--- config.mk ---
export PLATFORM = sky130hd
export DESIGN_NAME = lpc_frame_arbiter
export DESIGN_NICKNAME = d
export VERILOG_FILES = /design/src/rtl/lpc_frame_arbiter.sv
export SDC_FILE = /design/constraint.sdc
export NUM_CORES = 1
export LEC_CHECK = 0
export ABC_CLOCK_PERIOD_IN_PS = 2180
export BUFFER_PORTS_ARGS = -buffer_cell sky130_fd_sc_hd__buf_2
export CAP_MARGIN = 40
export CORE_AREA = 8 8 161 163
export CTS_CLUSTER_SIZE = 8
export DETAILED_ROUTE_END_ITERATION = 12
export DIE_AREA = 0 0 169 171
export MAX_ROUTING_LAYER = met4
export PLACE_DENSITY = 0.39
export RECOVER_POWER = 25
export SYNTH_ARGS = -nofsm -noshare
export SYNTH_HDL_FRONTEND = slang
export SYNTH_SLANG_ARGS = --single-unit
export TNS_END_PERCENT = 5
--- constraint.sdc ---
create_clock -name ACLK -period 2.18 [get_ports ACLK]
set_clock_uncertainty 0.15 [all_clocks]
set_input_delay 0.109 -clock ACLK [delete_from_list [all_inputs] [get_ports ACLK]]
set_output_delay 0.109 -clock ACLK [all_outputs]
set_load 0.005 [all_outputs]
--- src/rtl/lpc_frame_arbiter.sv ---
// Frame-level round-robin arbiter feeding one lpc_decoder from NUM_CH streams.
// Grant is held until the TLAST beat is accepted or the stall watchdog fires.
module lpc_frame_arbiter #(
  parameter int NUM_CH  = 4,
  parameter int DATA_W  = 80,
  parameter int ID_W    = 2,
  parameter int TIMEOUT = 256
) (
  input  logic                     ACLK,
  input  logic                     ARESET,
  input  logic [NUM_CH-1:0]        CH_EN,
  input  logic [NUM_CH*DATA_W-1:0] S_TDATA,
  input  logic [NUM_CH-1:0]        S_TVALID,
  output logic [NUM_CH-1:0]        S_TREADY,
  input  logic [NUM_CH-1:0]        S_TUSER,
  input  logic [NUM_CH-1:0]        S_TLAST,
  output logic [DATA_W-1:0]        M_TDATA,
  output logic                     M_TVALID,
  input  logic                     M_TREADY,
  output logic                     M_TUSER,
  output logic                     M_TLAST,
  output logic [ID_W-1:0]          M_TID,
  output logic                     BUSY,
  output logic                     TIMEOUT_ERR,
  output logic [ID_W-1:0]          ERR_CH
);

  localparam int CW = $clog2(TIMEOUT);

  typedef enum logic {
    IDLE,
    GRANT
  } state_t;

  state_t            state;
  logic [ID_W-1:0]   g;
  logic [ID_W-1:0]   last;
  logic [ID_W-1:0]   pick;
  logic [ID_W-1:0]   cand;
  logic [ID_W-1:0]   err_ch;
  logic [CW-1:0]     cnt;
  logic [NUM_CH-1:0] req;
  logic              found;
  logic              vg;
  logic              stall_hit;

  assign req       = CH_EN & S_TVALID;
  assign vg        = S_TVALID[g];
  assign stall_hit = (state == GRANT) && !vg
                     && (cnt == CW'(TIMEOUT - 1));

  // Search starts one past the last winner so every source gets a turn.
  always_comb begin
    pick  = '0;
    cand  = '0;
    found = 1'b0;
    for (int k = 1; k <= NUM_CH; k++) begin
      cand = ID_W'((int'(last) + k) % NUM_CH);
      if (!found && req[cand]) begin
        found = 1'b1;
        pick  = cand;
      end
    end
  end

  always_ff @(posedge ACLK) begin
    if (ARESET) begin
      state  <= IDLE;
      g      <= '0;
      last   <= ID_W'(NUM_CH - 1);
      cnt    <= '0;
      err_ch <= '0;
    end else begin
      unique case (state)
        IDLE: begin
          cnt <= '0;
          if (found) begin
            g     <= pick;
            last  <= pick;
            state <= GRANT;
          end
        end
        GRANT: begin
          if (vg)
            cnt <= '0;
          else if (cnt != CW'(TIMEOUT - 1))
            cnt <= cnt + 1'b1;
          if (vg && M_TREADY && S_TLAST[g]) begin
            state <= IDLE;
          end else if (stall_hit) begin
            err_ch <= g;
            state  <= IDLE;
          end
        end
        default: state <= IDLE;
      endcase
    end
  end

  always_comb begin
    M_TDATA  = '0;
    M_TVALID = 1'b0;
    M_TUSER  = 1'b0;
    M_TLAST  = 1'b0;
    S_TREADY = '0;
    if (state == GRANT) begin
      M_TDATA     = S_TDATA[g*DATA_W +: DATA_W];
      M_TVALID    = vg;
      M_TUSER     = S_TUSER[g];
      M_TLAST     = S_TLAST[g];
      S_TREADY[g] = M_TREADY;
    end
  end

  assign M_TID       = g;
  assign BUSY        = (state == GRANT);
  assign TIMEOUT_ERR = stall_hit;
  assign ERR_CH      = err_ch;

endmodule

==> key figures <==
Yosys
  • Post-synthesis cell area: 0.00331 sq mm
  • Avg Cell Area, Syn: 11.5 sq um
  • Synth area leader: mux4_2
  • Post-Syn Instances: 289
  • Synth area leaders: mux4_2 (56%), and2_1 (16%), dfxtp_1 (9.1%), clkbuf_1 (2.2%), nor2_1 (1.5%)
  • Top cells by count, synth: and2_1 (83), mux4_2 (83), clkbuf_1 (19)
  • Asr flop ratio synth: 0%
  • Yosys reg bits: 15
  • Number of synthesized flops with an enable pin: 0
  • Synthesized Nets: 629
  • Synth unique cells: 36
  • Yosys top cell area share: 56.4%
  • Primary FF master, synth: dfxtp_1
  • Register area share after synthesis: 9.06%
  • Yosys warns: 0

Finish
  • Multi-input logic area: 0.00292 sq mm
  • Filler instances: 2579
  • P&R area growth vs syn: 88.9%
  • Fin nets: 1043
  • Reg area: 308 sq um
  • Layout cells sized above 1: 80.5%

Routing
  • Vias/cell: 4.23
  • Routed len/inst: 21.8 microns
  • Detailed Route Iter0 Violations: 184
  • Remaining DRCs: 0
  • Final wirelength: 22400 microns
  • Vias: 4343
  • ANT nets after route: 0
  • Router iterations before antenna repair: 4

STA
  • Tcrit/Tclk final: 97.9%
  • Pins over their slew limit: 0
  • Final worst slack: 46.3 ps
  • Max-slew headroom: 65.8%
  • Unrepaired setup endpoints after global routing: true
  • Fmax achieved: 469 MHz
  • Hold Vio Cnt, Final: 0
  • Setup violations, final: 0
  • Hold_ws: 2.79 ps
  • Slew @ Worst Pin: 514 ps
  • Fin crit period: 2130 ps

GRT
  • Initial antenna violation count: 4
  • Grt ovf: 0
  • First-pass GRT wire length: 30500 microns
  • GRT Util Overall: 14.3%
  • Vias in the first global route: 4738
  • Largest net degree at the start of global routing: 90

Floorplan
  • Num ports: 432
  • Chip height: 171 microns
  • Starting Density: 14.2%
  • Die Footprint: 0.0289 sq mm
  • Core Rows: 56
  • Die Wd: 169 microns
  • Core outline area: 0.0233 sq mm

Placed design
  • DP Worst Slack: 267 ps
  • Gpl congestion: 0.953
  • DP HPWL: 19600 microns
  • Port-buffer cells: 431

Power
  • VDD IR max: 0.000265 V
  • P_leak: 2.94 nW
  • Pwr Density: 438 mW/mm^2

Critical path
  • Crit start category: register
  • CP delay by family, top: multiplexers
  • Flop-to-flop setup slack: 260 ps
  • Arr. time, crit path: 1870 ps
  • Critical path's largest stage delay: 560 ps
  • CP Max Fanout: 41
  • Critical-path top delay cell: mux4_2
  • Worst path cell trace: buf_16, mux4_2, and2_4, buf_6
  • Worst Path Required: 1920 ps
  • CP Buf/Inv Count: 2
  • Crit end category: output pin
  • CP Class: reg2out

Clock tree
  • Sink Count: 15
  • Cts hold-fix bufs: 0
  • CTS clock-pin slew for the worst setup and hold paths: 50 ps
  • CTS max path bufs: 2
  • CTS H-tree lvls: 1
  • Worst skew pair latency: 240 ps
  • CTS tree: built
  • Root buffer cell: clkbuf_16
  • TritonCTS Buffers: 3

Outcome
  • Status: complete, no violations

Worst hold path
  • Worst hold path class: in2reg

Run
  • Max-Cap Viols: 0
-- worst register-to-register path: cells and delay by family (launching register included) --
family	cells	cell delay [ps]
and+or+nand+nor	2	780
muxes	1	550
DFF	1	360
-- what timing repair did --
| action | CTS | global route |
|---|---|---|
| gates resized for setup | 0 | 65 |
| buffers inserted | 0 | 0 |
| endpoints found under the setup margin | 0 | 46 |
-- cell usage in the layout (no fill, tap or decap), types with 2 or more instances in the layout --
cell type / synthesis / final
dfxtp_4: 0 / 2
mux4_2: 83 / 83
buf_4: 3 / 3
buf_6: 2 / 32
and2_4: 0 / 32
mux2i_1: 3 / 3
dfxtp_1: 15 / 13
a21oi_1: 7 / 7
o21ai_0: 2 / 3
buf_2: 7 / 396
nor3_1: 4 / 4
clkbuf_16: 0 / 3
clkbuf_1: 19 / 5
a31oi_1: 2 / 2
a22oi_1: 2 / 2
buf_12: 0 / 6
nand3_1: 5 / 5
nor3_2: 4 / 4
and2_1: 83 / 50
inv_1: 3 / 3
nor2_1: 13 / 13
and3_1: 2 / 2
diode_2: 0 / 5
nand2_1: 11 / 11
-- registers in the layout, summed over array words and instances, names as in the netlist --
| name | cells |
|---|---|
| last | 2 |
| cnt | 8 |
| M_TID | 2 |
| BUSY | 1 |
| ERR_CH | 2 |
-- routing by layer --
metal | GRT usage, % | vias up | part of all wire [%]
met2 | 24.2 | 289 | 50
met1 | 16.9 | 2065 | 38
met3 | 4.47 | 8 | 11
li1 | - | 1981 | -
met4 | 1.89 | 0 | 0.85
met5 | - | - | 0
-- per-stage QoR --
stage | instances | TNS [ps] | util [%] | area, sq um | power, mW
after floorplan | 289 | 0 | - | 3310 | 1.31
after global placement | 1017 | 0 | 25.3 | 5890 | 2.18
after detailed placement | 1017 | 0 | 25.3 | 5890 | 2.17
after CTS | 1021 | 0 | 25.7 | 5970 | 2.54
after global routing | 1025 | -931 | 26.9 | 6260 | 2.95
final | 1026 | 0 | 26.9 | 6260 | 2.74
-- logic make-up after synthesis --
| logic type | after synthesis | synth area share [%] |
|---|---|---|
| XOR/XNOR | 1 | 0.264 |
| buffers and inverters | 36 | 5.14 |
| multiplexers | 86 | 57.3 |
| AO/OA/AOI/OAI | 21 | 4.42 |
| adder cells (fa/ha/maj) | 1 | 0.378 |
| flip-flops | 15 | 9.06 |
| AND/OR/NAND/NOR | 129 | 23.4 |
-- path summary, 6_finish.rpt --
path,startpoint,endpoint,depth (start not counted)
setup reg to reg,M_TID[1],cnt[2],3
hold reg to reg,ERR_CH[1],ERR_CH[1],2
hold / removal,ARESET,M_TID[0],2
setup / recovery,M_TID[0],M_TDATA[43],4
-- final cells by class --
| class | instances | area share [%] |
|---|---|---|
| multi-input cells | 238 | 46.7 |
| repair buffers | 442 | 40.4 |
| well taps | 319 | 6.38 |
| flip-flops and latches | 15 | 4.92 |
| clock buffers | 4 | 1.26 |
| diodes | 5 | 0.200 |
| inverters | 3 | 0.180 |
-- where the power goes --
group	internal [mW]	total [mW]	switching [mW]
Sequential	0.295	0.324	0.0291
Combinational	1.25	2.06	0.816
Clock	0.247	0.355	0.108
Total	1.79	2.74	0.953
No activity file was read; power rests on OpenSTA's default activity.
